==> src/rtl/seq_chunk_adder_if.sv <==
// Handshake and operand/result bundle for seq_chunk_adder.
// The master drives the request and operands; the slave (the adder) returns
// status and result.
interface seq_chunk_adder_if #(
  parameter int WIDTH = 32
);
  logic             start;
  logic             sub;
  logic [WIDTH-1:0] A;
  logic [WIDTH-1:0] B;
  logic             busy;
  logic             done;
  logic [WIDTH:0]   S;
  logic             overflow;
  logic             zero;

  modport master (
    output start, sub, A, B,
    input  busy, done, S, overflow, zero
  );

  modport slave (
    input  start, sub, A, B,
    output busy, done, S, overflow, zero
  );
endinterface

==> src/rtl/seq_chunk_adder.sv <==
// Multi-cycle adder/subtractor: one CHUNK-bit slice per clock, with the carry
// held in a register between slices. The result has the carry-out in its MSB.
// The overflow and zero flags are also produced. For subtraction the B operand
// is inverted when it is captured, and the carry register is seeded with 1.
module seq_chunk_adder #(
  parameter int WIDTH = 32,
  parameter int CHUNK = 16
) (
  input  logic              clk,
  input  logic              rst_n,
  seq_chunk_adder_if.slave  bus
);

  localparam int N  = WIDTH / CHUNK;
  localparam int CW = (N > 1) ? $clog2(N) : 1;

  typedef enum logic [1:0] {
    ST_IDLE = 2'd0,
    ST_RUN  = 2'd1,
    ST_DONE = 2'd2
  } state_t;

  state_t            r_state;
  state_t            w_state_nxt;
  logic              r_busy;
  logic              r_done;
  logic              w_busy_nxt;
  logic              w_done_nxt;

  logic [WIDTH-1:0]  r_a;
  logic [WIDTH-1:0]  r_bx;
  logic              r_carry;
  logic [CW-1:0]     r_cnt;
  logic [WIDTH:0]    r_s;
  logic              r_ovf;
  logic              r_zero;
  logic              r_zacc;

  logic              w_accept;
  logic              w_last;
  logic [CHUNK-1:0]  w_a_sl;
  logic [CHUNK-1:0]  w_b_sl;
  logic [CHUNK:0]    w_sum;

  // A new request is taken whenever the slice engine is not running.
  assign w_accept = bus.start && (r_state != ST_RUN);
  assign w_last   = (r_cnt == CW'(N - 1));

  // Next-state decision for the IDLE / RUN / DONE sequencer.
  always_comb begin
    w_state_nxt = r_state;
    case (r_state)
      ST_IDLE: begin
        if (bus.start) w_state_nxt = ST_RUN;
        else           w_state_nxt = ST_IDLE;
      end
      ST_RUN: begin
        if (w_last) w_state_nxt = ST_DONE;
        else        w_state_nxt = ST_RUN;
      end
      ST_DONE: begin
        if (bus.start) w_state_nxt = ST_RUN;
        else           w_state_nxt = ST_IDLE;
      end
      default: w_state_nxt = ST_IDLE;
    endcase
  end

  // Status flags are decoded from the upcoming state, so they register cleanly.
  always_comb begin
    w_busy_nxt = 1'b0;
    w_done_nxt = 1'b0;
    case (w_state_nxt)
      ST_RUN:  w_busy_nxt = 1'b1;
      ST_DONE: w_done_nxt = 1'b1;
      default: begin
        w_busy_nxt = 1'b0;
        w_done_nxt = 1'b0;
      end
    endcase
  end

  // State register and registered busy/done.
  always_ff @(posedge clk or negedge rst_n) begin
    if (!rst_n) begin
      r_state <= ST_IDLE;
      r_busy  <= 1'b0;
      r_done  <= 1'b0;
    end else begin
      r_state <= w_state_nxt;
      r_busy  <= w_busy_nxt;
      r_done  <= w_done_nxt;
    end
  end

  // Select the current slice and add it, keeping the full CHUNK+1 bits for the carry.
  always_comb begin
    w_a_sl = r_a[r_cnt * CHUNK +: CHUNK];
    w_b_sl = r_bx[r_cnt * CHUNK +: CHUNK];
    w_sum  = {1'b0, w_a_sl} + {1'b0, w_b_sl} + {{CHUNK{1'b0}}, r_carry};
  end

  // Operand capture on accept. Each RUN cycle writes one result slice; the last slice also sets the flags.
  always_ff @(posedge clk or negedge rst_n) begin
    if (!rst_n) begin
      r_a     <= {WIDTH{1'b0}};
      r_bx    <= {WIDTH{1'b0}};
      r_carry <= 1'b0;
      r_cnt   <= {CW{1'b0}};
      r_s     <= {(WIDTH + 1){1'b0}};
      r_ovf   <= 1'b0;
      r_zero  <= 1'b0;
      r_zacc  <= 1'b0;
    end else if (w_accept) begin
      r_a     <= bus.A;
      r_bx    <= bus.sub ? ~bus.B : bus.B;
      r_carry <= bus.sub;
      r_cnt   <= {CW{1'b0}};
      r_zacc  <= 1'b1;
    end else if (r_state == ST_RUN) begin
      r_s[r_cnt * CHUNK +: CHUNK] <= w_sum[CHUNK-1:0];
      r_carry <= w_sum[CHUNK];
      r_zacc  <= r_zacc && (w_sum[CHUNK-1:0] == {CHUNK{1'b0}});
      if (w_last) begin
        r_cnt      <= {CW{1'b0}};
        r_s[WIDTH] <= w_sum[CHUNK];
        r_ovf      <= (r_a[WIDTH-1] == r_bx[WIDTH-1]) && (w_sum[CHUNK-1] != r_a[WIDTH-1]);
        r_zero     <= r_zacc && (w_sum[CHUNK-1:0] == {CHUNK{1'b0}});
      end else begin
        r_cnt <= r_cnt + CW'(1);
      end
    end
  end

  assign bus.busy     = r_busy;
  assign bus.done     = r_done;
  assign bus.S        = r_s;
  assign bus.overflow = r_ovf;
  assign bus.zero     = r_zero;

endmodule

==> src/flat_wrapper.sv <==
// flat-port wrapper written by rule: the top's interface ports become plain ports
module seq_chunk_adder_flat 
#(
  parameter int WIDTH = 32,
  parameter int CHUNK = 16
)
  (clk, rst_n, bus_start, bus_sub, bus_A, bus_B, bus_busy, bus_done, bus_S, bus_overflow, bus_zero);
  seq_chunk_adder_if #(.WIDTH(WIDTH)) bus_i ();
  input  logic clk;
  input  logic rst_n;
  input wire logic [$bits(bus_i.start)-1:0] bus_start;
  input wire logic [$bits(bus_i.sub)-1:0] bus_sub;
  input wire logic [$bits(bus_i.A)-1:0] bus_A;
  input wire logic [$bits(bus_i.B)-1:0] bus_B;
  output wire logic [$bits(bus_i.busy)-1:0] bus_busy;
  output wire logic [$bits(bus_i.done)-1:0] bus_done;
  output wire logic [$bits(bus_i.S)-1:0] bus_S;
  output wire logic [$bits(bus_i.overflow)-1:0] bus_overflow;
  output wire logic [$bits(bus_i.zero)-1:0] bus_zero;
  assign bus_i.start = bus_start;
  assign bus_i.sub = bus_sub;
  assign bus_i.A = bus_A;
  assign bus_i.B = bus_B;
  assign bus_busy = bus_i.busy;
  assign bus_done = bus_i.done;
  assign bus_S = bus_i.S;
  assign bus_overflow = bus_i.overflow;
  assign bus_zero = bus_i.zero;
  seq_chunk_adder #(.WIDTH(WIDTH), .CHUNK(CHUNK)) u_core (.clk(clk), .rst_n(rst_n), .bus(bus_i));
endmodule
==> config.mk <==
export PLATFORM = sky130hd
export DESIGN_NAME = seq_chunk_adder_flat
export DESIGN_NICKNAME = d
export VERILOG_FILES = /design/src/rtl/seq_chunk_adder_if.sv /design/src/rtl/seq_chunk_adder.sv /design/src/flat_wrapper.sv
export SDC_FILE = /design/constraint.sdc
export NUM_CORES = 1
export LEC_CHECK = 0
export ABC_CLOCK_PERIOD_IN_PS = 8300
export BUFFER_PORTS_ARGS = -buffer_cell sky130_fd_sc_hd__buf_2
export CAP_MARGIN = 40
export CORE_MARGIN = 2
export CORE_UTILIZATION = 30
export DETAILED_ROUTE_END_ITERATION = 6
export HOLD_SLACK_MARGIN = 0.02
export PLACE_DENSITY = 0.58
export REMOVE_ABC_BUFFERS = 1
export SLEW_MARGIN = 20
export SYNTH_ARGS = -nofsm -noshare
export SYNTH_HDL_FRONTEND = slang
export SYNTH_SLANG_ARGS = --single-unit
==> constraint.sdc <==
create_clock -name clk -period 8.3 [get_ports clk]
set_clock_uncertainty 0.1 [all_clocks]
set_input_delay 2.49 -clock clk [delete_from_list [all_inputs] [get_ports clk]]
set_output_delay 2.49 -clock clk [all_outputs]
set_load 0.02 [all_outputs]
==> flow_summary_export.csv <==
group,metric,value,unit
status,status,"finished, final reports clean",
global_routing,grt_pass1_wl,21360,um
global_routing,grt_max_degree,51,
synthesis,synth_area_leaders,"dfrtp_1 47%, mux2_2 13%, o21ai_0 6.1%, nand2_1 5.2%, xnor2_1 5.0%",
hold_path,min_path_type,"register to register",
hold_path,holdPathEnd,"u_core.r_bx[7]$_DFFE_PN0P_",
finish,diodes,0,
worst_setup_path,reg2reg_depth,12,
synthesis,yosysTopAreaCellShare,47.18,%
global_routing,overflow,0,
sta,max_freq,0.2582,GHz
cts,htree_levels,3,
finish,final_core_util,36.48,%
synthesis,synthMuxAreaShare,13.33,%
cts,cts.sinks,106,
synthesis,yosys.area_share.xor_xnor,5.453,%
synthesis,netlist_instances,541,
cts,cts_root_buf,"clkbuf_16",
route,detail-route-antenna-nets,0,
die,die_w,140.9,um
placement,dp_hpwl,9686,um
die,die_height,140.9,um
die,core,18520,sq um
synthesis,synth-simple-area-share,11.48,%
die,ios,105,
worst_setup_path,r2r_slack,4430,ps
sta,final_max_slew_viol_count,0,
synthesis,yosysWarnings,0,
synthesis,async_reset_ff_share,100.0,%
synthesis,synth.top_cells.by_count,"106 x dfrtp_1, 78 x nand2_1, 68 x o21ai_0, 63 x mux2_2, 32 x xnor2_1",
finish,drive_gt1_share,32.65,%
global_routing,grt_pass1_vias,4167,
sta,rsz0062_at_grt,"false",
route,via_per_inst,4.765,
route,via_count,4136,
cts,cts_hold_buf,0,
finish,final_net_count,715,
finish,area_delta_synth_final,20.16,%
cts,cts.path.max_buffers,2,
worst_setup_path,r2r_start,"u_core.r_cnt$_DFFE_PN0P_",
worst_setup_path,cp-end-kind,"register",
sta,finalSetupViolations,0,
route,drtIter0Drc,112,
synthesis,yosys.area.top_type,"dfrtp_1",
placement,gp_congestion,0.7976,
worst_setup_path,cp-start-kind,"register",
synthesis,synth-compound-area-share,15.51,%
synthesis,synthDistinctLibCells,64,
synthesis,yosys_register_bits,106,
die,initial_core_util,30.36,%
worst_setup_path,path_max_fanout,33,
sta,slew_headroom,50.61,%
synthesis,synth_top_family_by_area,"compound AO/OA/AOI/OAI gates",
synthesis,netlist_area,5622,sq um
sta,timing.final.crit_share,46.66,%
route,post_drt_wl_per_cell,14.77,um
placement,io_buffers,104,
route,drc,0,
worst_setup_path,crit_type,"register to register",
synthesis,synth_fa_ha_area_share,4.051,%
cts,clkSlewWorstSetupHoldPaths,70,ps
cts,cts_tree,"yes",
sta,fin_crit,3873,ps
route,drt_wl_total,12820,um
synthesis,postSynthAreaPerCell,10.39,sq um
job,maxCapViolCount,0,
die,die_area,19850,sq um
worst_setup_path,critical_path_arrival,4050,ps
synthesis,dominantRegCellSynth,"dfrtp_1",
cts,numCtsBuffers,9,
die,std_cell_rows,50,
sta,hold_violations,0,
cts,cts_resized,0,
hold_path,min-delay-start,"u_core.r_bx[7]$_DFFE_PN0P_",
global_routing,grt_antenna_before_repair,0,
synthesis,synth_edf_count,0,
synthesis,yosysMostFrequentCell,"dfrtp_1",
cts,post_cts_buffers,0,
hold_path,whs_path_depth,2,
sta,fin_setup_tns,0,ps
worst_setup_path,critPathRequiredTime,8480,ps
synthesis,ys_seq_area_share,47.18,%
sta,worst_slew_pin_slew,735.9,ps
global_routing,grt_use_total,13.65,%
worst_setup_path,r2r-end,"u_core.bus.zero$_DFFE_PN0P_",
route,dr.pass1.iters,4,
cts,clkLatencyLatePin,350,ps
layout make-up:
type,instances,area [sq um]
fillers,1918,11760
repair buffers,111,620.6
clock buffers,11,252.7
clock inverters,4,98.84
flip-flops and latches,106,2653
multi-input cells,393,2804
inverters,9,33.78
well taps,234,292.8
layer usage:
metal  global-route usage [%]  wire [um]  vias to the layer above
met4                    3.474        133                        0
li1                         -          -                     2092
met5                        0          0                        -
met2                    20.82       5564                       90
met3                    3.702        569                        9
met1                    19.27       6553                     1945
sequential cells by signal, summed over array words and instances, names as in the netlist:
register	count
u_core.bus.S	33
u_core.bus.busy	1
u_core.bus.done	1
u_core.bus.overflow	1
u_core.bus.zero	1
u_core.r_a	32
u_core.r_bx	32
u_core.r_carry	1
u_core.r_cnt	1
u_core.r_state	2
u_core.r_zacc	1
layout by cell type, fill, tap and decap left out, drive strengths merged, types with 2 or more instances in the layout:
cell type	instances
a21oi	16
a21o	8
ha	15
a31o	2
a31oi	4
nor4	3
xor2	3
o21ai	76
or2	6
nand2	78
nor3	12
o31ai	2
bufinv	3
o21a	4
a211o	2
nand2b	3
o2111a	2
clkbuf	11
buf	111
nor2	9
or3	2
mux2	63
mux2i	4
a211oi	3
dfrtp	106
nand4	3
nor2b	5
a21boi	4
nand3	6
and2	3
o2111ai	2
inv	9
and3	2
xnor2	32
fa	2
stage by stage:
stage          worst slack (ps)  area (sq um)  hold WS, ps  std cells
2_1_floorplan              3619          5488        344.4        508
3_3_place_gp               4220          6336        354.5        850
3_5_place_dp               4302          6404        362.7        853
4_1_cts                    4358          6755        379.7        868
5_1_grt                    4106          6755        400.0        868
6_report                   4427          6755        374.8        868
worst max-delay path by stage:
stage	startpoint	to	slack, ps	depth (start not counted)
finish	u_core.r_cnt$_DFFE_PN0P_	u_core.bus.zero$_DFFE_PN0P_	4430	12
floorplan	bus_start	u_core.r_a[0]$_DFFE_PN0P_	3620	2
detailed placement	bus_start	u_core.r_a[29]$_DFFE_PN0P_	4300	5
global placement	bus_start	u_core.r_a[7]$_DFFE_PN0P_	4220	4
global route	u_core.r_cnt$_DFFE_PN0P_	u_core.r_zacc$_DFFE_PN0P_	4110	12
CTS	u_core.r_cnt$_DFFE_PN0P_	u_core.bus.zero$_DFFE_PN0P_	4360	12
logic make-up after synthesis:
| logic type | count (synthesis) |
|---|---|
| AO/OA/AOI/OAI | 136 |
| XOR/XNOR | 35 |
| buffers and inverters | 42 |
| adder cells (fa/ha/maj) | 17 |
| flip-flops | 106 |
| AND/OR/NAND/NOR | 138 |
| multiplexers | 67 |
critical path, stage by stage, from the launching register on:
cell	delay [ps]
dfrtp_1	330
buf_4	400
mux2_2	410
fa_1	460
inv_1	90
fa_1	210
and2b_1	220
o2111ai_1	360
a31o_2	250
nand2_1	60
a311oi_1	600
nand4_1	160
o21ai_1	130
Power is left out: the tool's default activity adds up to more than one toggle a clock period on the data nets, which glitch-free logic cannot reach.
